## config.mk

```make
export PLATFORM = sky130hd
export DESIGN_NAME = sliding_window_buffer
export DESIGN_NICKNAME = d
export VERILOG_FILES = /design/src/rtl/hft_pkg.sv /design/src/rtl/window_ram.sv /design/src/rtl/sliding_window_buffer.sv
export SDC_FILE = /design/constraint.sdc
export NUM_CORES = 2
export LEC_CHECK = 0
export ABC_CLOCK_PERIOD_IN_PS = 15100
export CAP_MARGIN = 20
export CORE_UTILIZATION = 49
export DETAILED_ROUTE_END_ITERATION = 10
export HOLD_SLACK_MARGIN = 0.06
export PLACE_DENSITY_LB_ADDON = 0.15
export SYNTH_ARGS = -nofsm -noshare
export SYNTH_HDL_FRONTEND = slang
export SYNTH_HIERARCHICAL = 1
export SYNTH_SLANG_ARGS = --single-unit
export TNS_END_PERCENT = 50
```

## constraint.sdc

```tcl
create_clock -name i_clk -period 15.1 [get_ports i_clk]
set_input_delay 2.265 -clock i_clk [delete_from_list [all_inputs] [get_ports i_clk]]
set_output_delay 2.265 -clock i_clk [all_outputs]
set_load 0.005 [all_outputs]
```

## src/rtl/hft_pkg.sv

```systemverilog
// Shared constants and sample type for the HFT datapath (sliding_window_buffer, moving_stats).
package hft_pkg;

    localparam int unsigned HFT_DATA_WIDTH  = 32;
    localparam int unsigned HFT_WINDOW_SIZE = 64;

    typedef logic [HFT_DATA_WIDTH-1:0] data_t;

endpackage : hft_pkg

```

## src/rtl/window_ram.sv

```systemverilog
// Simple dual-port sample store: one write port, one registered read port.
// A read and write to the same address in one cycle returns the old contents.
module window_ram #(
    parameter int unsigned DATA_WIDTH = 32,
    parameter int unsigned ADDR_WIDTH = 6
) (
    input  logic                  clk_i,
    input  logic                  we_i,
    input  logic [ADDR_WIDTH-1:0] waddr_i,
    input  logic [DATA_WIDTH-1:0] wdata_i,
    input  logic                  re_i,
    input  logic [ADDR_WIDTH-1:0] raddr_i,
    output logic [DATA_WIDTH-1:0] rdata_o
);

    localparam int unsigned DEPTH = 2 ** ADDR_WIDTH;

    logic [DATA_WIDTH-1:0] mem_q [DEPTH];
    logic [DATA_WIDTH-1:0] rdata_q;

    // Non-blocking update gives read-before-write on an address collision.
    always_ff @(posedge clk_i) begin
        if (we_i) begin
            mem_q[waddr_i] <= wdata_i;
        end
        if (re_i) begin
            rdata_q <= mem_q[raddr_i];
        end
    end

    assign rdata_o = rdata_q;

endmodule : window_ram

```

## src/rtl/sliding_window_buffer.sv

```systemverilog
// Circular window of the last WINDOW_SIZE samples; emits (incoming, evicted) pairs for a running sum.
// Optional flush input enabled by defining SLIDING_WINDOW_FLUSH_EN.
module sliding_window_buffer
    import hft_pkg::*;
#(
    parameter  int unsigned DATA_WIDTH  = HFT_DATA_WIDTH,
    parameter  int unsigned WINDOW_SIZE = HFT_WINDOW_SIZE,
    localparam int unsigned ADDR_WIDTH  = $clog2(WINDOW_SIZE)
) (
    input  logic                  i_clk,
    input  logic                  i_reset,
    input  logic                  i_data_valid,
    input  logic [DATA_WIDTH-1:0] i_data,
    output logic                  o_ready,
    output logic                  o_data_valid,
    input  logic                  i_ready,
    output logic [DATA_WIDTH-1:0] o_incoming_data,
    output logic [DATA_WIDTH-1:0] o_outgoing_data,
    output logic                  o_window_full,
    output logic [ADDR_WIDTH:0]   o_count
`ifdef SLIDING_WINDOW_FLUSH_EN
    ,
    input  logic                  i_flush
`endif
);

    localparam int unsigned CNT_W = ADDR_WIDTH + 1;
    localparam logic [CNT_W-1:0] FULL_COUNT = CNT_W'(WINDOW_SIZE);

    logic [ADDR_WIDTH-1:0] wr_ptr_q, wr_ptr_d;
    logic [CNT_W-1:0]      count_q, count_d;
    logic                  full_q, full_d;
    logic                  valid_q, valid_d;
    logic [DATA_WIDTH-1:0] incoming_q, incoming_d;
    logic                  evict_q, evict_d;
    logic [DATA_WIDTH-1:0] ram_rdata;
    logic                  accept;

    // Single-entry output stage: ready whenever the held pair is empty or being consumed.
`ifdef SLIDING_WINDOW_FLUSH_EN
    assign o_ready = !i_flush && (i_reset || !valid_q || i_ready);
`else
    assign o_ready = i_reset || !valid_q || i_ready;
`endif

    assign accept = i_data_valid && o_ready && !i_reset;

    window_ram #(
        .DATA_WIDTH(DATA_WIDTH),
        .ADDR_WIDTH(ADDR_WIDTH)
    ) u_window_ram (
        .clk_i  (i_clk),
        .we_i   (accept),
        .waddr_i(wr_ptr_q),
        .wdata_i(i_data),
        .re_i   (accept),
        .raddr_i(wr_ptr_q),
        .rdata_o(ram_rdata)
    );

    always_comb begin
        wr_ptr_d   = wr_ptr_q;
        count_d    = count_q;
        full_d     = full_q;
        valid_d    = valid_q;
        incoming_d = incoming_q;
        evict_d    = evict_q;

        if (accept) begin
            wr_ptr_d   = wr_ptr_q + ADDR_WIDTH'(1);
            if (!full_q) begin
                count_d = count_q + CNT_W'(1);
            end
            valid_d    = 1'b1;
            incoming_d = i_data;
            // Only a full window evicts; during fill the outgoing value is forced to zero.
            evict_d    = full_q;
        end else if (i_ready) begin
            valid_d = 1'b0;
        end

`ifdef SLIDING_WINDOW_FLUSH_EN
        if (i_flush) begin
            wr_ptr_d = '0;
            count_d  = '0;
            valid_d  = 1'b0;
        end
`endif

        full_d = (count_d == FULL_COUNT);
    end

    always_ff @(posedge i_clk) begin
        if (i_reset) begin
            wr_ptr_q   <= '0;
            count_q    <= '0;
            full_q     <= 1'b0;
            valid_q    <= 1'b0;
            incoming_q <= '0;
            evict_q    <= 1'b0;
        end else begin
            wr_ptr_q   <= wr_ptr_d;
            count_q    <= count_d;
            full_q     <= full_d;
            valid_q    <= valid_d;
            incoming_q <= incoming_d;
            evict_q    <= evict_d;
        end
    end

    // RAM read data is held between accepts, so this stays stable under backpressure.
    assign o_outgoing_data = evict_q ? ram_rdata : '0;
    assign o_incoming_data = incoming_q;
    assign o_data_valid    = valid_q;
    assign o_window_full   = full_q;
    assign o_count         = count_q;

endmodule : sliding_window_buffer

```

* Yosys cells after proc, flatten, opt, wreduce, memory -nomap -nowiden
Memories as Yosys holds them, arrays and structs flattened. A register that Yosys moved wholly into a read port is not among the register bits. Cells that the tools add are included.
Word-level totals: logic and storage cells 24, output and inout port bits 74, RAM bits 2048, memories 1, register bits 48, input bits 36
Cells by class: equality and inequality tests 1, muxes and demuxes 7, reductions and logical operators 7, add/sub/neg operators 2
Memory list:
- u_window_ram.mem_q | depth 64, width 32, read ports 1, clocked after memory_dff 1, wr ports 1, RTL line window_ram.sv:18 | logic [DATA_WIDTH-1:0] mem_q [DEPTH];
Operator list (count):
- 2-to-1 mux 32 bit | 1
- 2-to-1 mux 7 bit | 2
- adder 7 x 1 -> 7 bit, second input constant | 1
- == test 7 bit, second input constant | 1
- adder 6 x 1 -> 6 bit, second input constant | 1
- 2-to-1 mux 1 bit | 4
- logical AND 1 bit | 2
- zero test 1 bit | 2
- logical OR 1 bit | 2
- nonzero test 2 bit | 1

* Longest topological paths before layout
depth after elaboration 7, depth in mapped cells 10, depth with buffers taken out 6

* Cells and area by module
Netlist, hierarchy kept.
Modules (own cells, without submodules):
- window_ram | area an instance 78835.6 sq um, sequential area each 62459.9 sq um, cells an instance 3324, instances 1
- sliding_window_buffer | area an instance 2178.3 sq um, sequential area each 960.9 sq um, cells an instance 269, instances 1

* Worst setup path before layout
OpenSTA, ideal clock, no wires.
kind input-to-reg, start point input port i_reset, end point memory u_window_ram.mem_q[48][0] (enable), path buffers 2, setup slack 8.528 ns, arrival time 6.111 ns, stages on the path 8, cell sequence nand2b_4 -> or2_1 -> clkbuf_1 -> inv_2 -> buf_2 -> nor2b_1 -> nand4b_1 -> nor3_1
On the way: word-level cells in the longest chain between the ends 6, elaborated cells between the ends (all ways) 7, those cells by class 2 x mux; 5 x reduce/logical
RTL lines:
- from (decl) | RTL line sliding_window_buffer.sv:11 | input logic i_reset,
- logical OR 1 bit (2 in series) | RTL line sliding_window_buffer.sv:43 | assign o_ready = i_reset || !valid_q || i_ready;
- logical AND 1 bit | RTL line sliding_window_buffer.sv:46 | assign accept = i_data_valid && o_ready && !i_reset;
- logical AND 1 bit * | RTL line sliding_window_buffer.sv:46
- net accept | RTL line sliding_window_buffer.sv:37 | logic accept;
- 2-to-1 mux 1 bit * | RTL line window_ram.sv:23 | if (we_i) begin
- 2-to-1 mux 1 bit (implied by the code) * | RTL line window_ram.sv:24 | mem_q[waddr_i] <= wdata_i;
- to (decl) | RTL line window_ram.sv:18
The timed path passes the listed nets; every way through them passes the cells marked *.

* Worst setup path in the final report
start point input port i_ready, end point output port o_ready
On the way: word-level cells in the longest chain between the ends 1
RTL lines:
- from (decl) | RTL line sliding_window_buffer.sv:16 | input logic i_ready,
- logical OR 1 bit | RTL line sliding_window_buffer.sv:43
- to (decl) | RTL line sliding_window_buffer.sv:14 | output logic o_ready,
Every way passes these cells.

==> results.md <==
- Initial core utilization: 49.5%
- Final cell count without fillers: 6206
- GRT Total Usage: 25.2%
- Avg Inst Size Synth: 22.5 sq um
- Max-cap violation count: 0
- Fmax: 171 MHz
- Tightest Pin Transition: 1.13 ns
- Worst Setup Slack, final: 9.24 ns
- I/O pin total: 110
- Switching share of power: 21.0%
- Fill count: 11970
- Period utilization: 38.8%
- Vias in the first global route: 37929
- Crit path kind: primary input to primary output
- Crit path buffers/inverters: 2
- PwrDens: 131 nW/um^2
- TritonCTS clock tree: yes
- Total instance count after detailed placement: 5798
- Clk pin slew, worst setup/hold paths: 0.06 ns
- Synthesis-stage register bit count: 2128
- Arr. time, crit path: 3.60 ns
- Setup Skew: 0.0381 ns
- Distinct cells, synth: 49
- Largest net degree at the start of global routing: 122
- Sequential share of power: 53.9%
- Root Buffer: clkbuf_16
- Final hold vios: 0
- Maximum vdd ir drop: 116 uV
- H-tree Lvls: 4
- Post-layout util: 56.3%
- Setup crit end kind: primary output
- Fin nets: 3881
- Worst slack, placed: 8.99 ns
- Antenna violations before repair: 16
- Ys flop type: edfxtp_1
- LEAKAGE: 27.7 nW
- Vias: 38708
- Total gr overflow: 0
- Min Tclk post-route: 5.86 ns
- Worst Hold Margin: 0.472 ns
- RSZ-0062 raised after global routing: false
- Sinks on Clock Net: 2128
- CP dominant cell by count: clkdlybuf4s50_1
- Critical-path top delay cell: clkdlybuf4s50_1
- Combinational Power Share: 5.1%
- Most common cell after layout, fill and taps aside: edfxtp_1
- Critical path's top delay family: buffers and inverters
- Maximum fanout along the worst path: 15
- Yosys warns: 6
- EDFF count, synth: 2080
- Sequential area share after synthesis: 78.3%
- Max-slew violation count: 0
- Setup TNS: 0 ns
- Router iterations before antenna repair: 5
- Final wirelength: 209000 um
- Die X: 409 um
- Post-synth ARST share: 0%
- CP max stage delay: 0.46 ns
- Post-CTS Resized: 0
- Die height: 409 um
- Synth Instances: 3593
- CTS Buf Count: 209
- Final setup fails: 0
- Status: completed
- HPWL after DPL: 118000 um
- DRT antenna net count: 0
- Sw Pwr: 2.54 mW
- Critical path cell sequence: clkdlybuf4s50_1, nor2b_4, nand2b_1, clkdlybuf4s50_1
- Startpoint class of the critical path: primary input
- IO buf count: 109
- Core area: 164000 sq um
- Cts hold-fix bufs: 0
- Synth area leader: edfxtp_1
- Synth Net Count: 3631
- Drt via density: 6.24
- CP required: 12.84 ns
- Min-delay worst type: flop to flop
- Row count: 148
- Worst skew pair latency: 0.84 ns
- Global-route wire length before repair: 294000 um
- Maximum buffer depth of the clock tree: 3
- Most frequent cells in the layout: edfxtp_1, mux4_2, clkbuf_16
- Mapped Area: 81000 sq um
- Area Growth Syn to Fin: 13.6%
- Clock share of power: 40.9%
- Post-synth top area share: 77.1%
- Placer Congestion: 0.817
- Layout cells sized above 1: 26.3%
- Internal cell power: 9.56 mW
- Drt first-iter violations: 4835
- Worst slew margin: 24.4%
- Routed length per instance: 33.7 um
- Top post-synthesis cells by area: edfxtp_1, mux4_2, dfxtp_1, mux2i_1, nor2_1
- Die ar.: 167000 sq um
- Drc violations: 0
- Post-CTS Setup Inserts: 0
-- tightest hold or removal path, cell delays in order, from the launching register on --
cell	delay [ns]
dfxtp_1	0.31
nand3b_1	0.08
nand2_1	0.05
-- area by class of cell --
class,count,area [sq um],share of cell area [%]
flip-flops and latches,2128,63400,68.9
repair buffers,240,2230,2.42
multi-input cells,1261,17100,18.6
well taps,2175,2720,2.96
inverters,3,12.5,0.0136
diodes,12,30.0,0.0326
clock buffers,280,5650,6.14
clock inverters,107,813,0.884
-- synth_stat cells (3+ instances only) --
cell and instances:
edfxtp_1 2080, mux4_2 544, nor2_1 150, nand2_1 98, mux2i_1 94, clkbuf_1 87, o22ai_1 84, a21oi_1 66
buf_2 61, dfxtp_1 48, nand3b_1 37, and2_1 34, o221ai_1 27, buf_4 25, buf_1 23, nor2b_1 15
a22oi_1 12, nor3_1 12, nand2b_1 11, xnor2_1 9, a311oi_1 8, nor4_1 8, nand3_1 7, buf_6 5
a41o_1 4, and3_1 4, o32ai_1 4, or3_1 4, nand4_1 3, or3b_1 3, or3b_2 3
-- worst paths after layout --
kind / startpoint / to / slack (ns) / depth (start not counted)
max reg2reg: wr_ptr_q[1] / u_window_ram/rdata_o[13] / 9.89 / 7
max: i_ready / o_ready / 9.24 / 4
min: o_incoming_data[21] / o_incoming_data[21] / 0.47 / 2
min reg2reg: o_incoming_data[21] / o_incoming_data[21] / 0.47 / 2
-- metrics by stage --
step                power (mW)  area (sq um)
detailed placement        7.28         85300
finish                    12.1         92000
floorplan                 6.99         81000
CTS                       12.2         91800
global placement          7.27         85100
global route              12.4         92000
-- registers in the layout (all words and copies together) (netlist names) --
name                  cells
evict_q                   1
o_count                   7
o_data_valid              1
o_incoming_data          32
o_window_full             1
u_window_ram/mem_q     2048
u_window_ram/rdata_o     32
wr_ptr_q                  6
-- power by group through the flow --
stage	registers, mW	clock network, mW	logic, mW
2_1_floorplan	6.63	0	0.351
3_3_place_gp	6.65	0	0.627
3_5_place_dp	6.65	0	0.632
4_1_cts	6.52	5.04	0.633
5_1_grt	6.52	5.24	0.660
6_report	6.52	4.95	0.623
-- per-layer routing --
metal  share of wire, %  vias up  track usage, %
met2                 47     1708            38.5
met3                8.6      236            5.33
met4                2.1        4            6.00
met5              0.013        -               0
met1                 42    21063            37.6
li1                   -    15697               -
-- logic make-up after synthesis --
| kind of cell | Yosys count | share of synthesized area (%) |
|---|---|---|
| multiplexers | 638 | 16.3 |
| buffers and inverters | 204 | 1.20 |
| adder cells (fa/ha/maj) | 2 | 0.0309 |
| flip-flops | 2128 | 78.3 |
| XOR/XNOR | 10 | 0.108 |
| AND/OR/NAND/NOR | 399 | 2.39 |
| AO/OA/AOI/OAI | 212 | 1.70 |
Power figures use the tool's default switching activity.
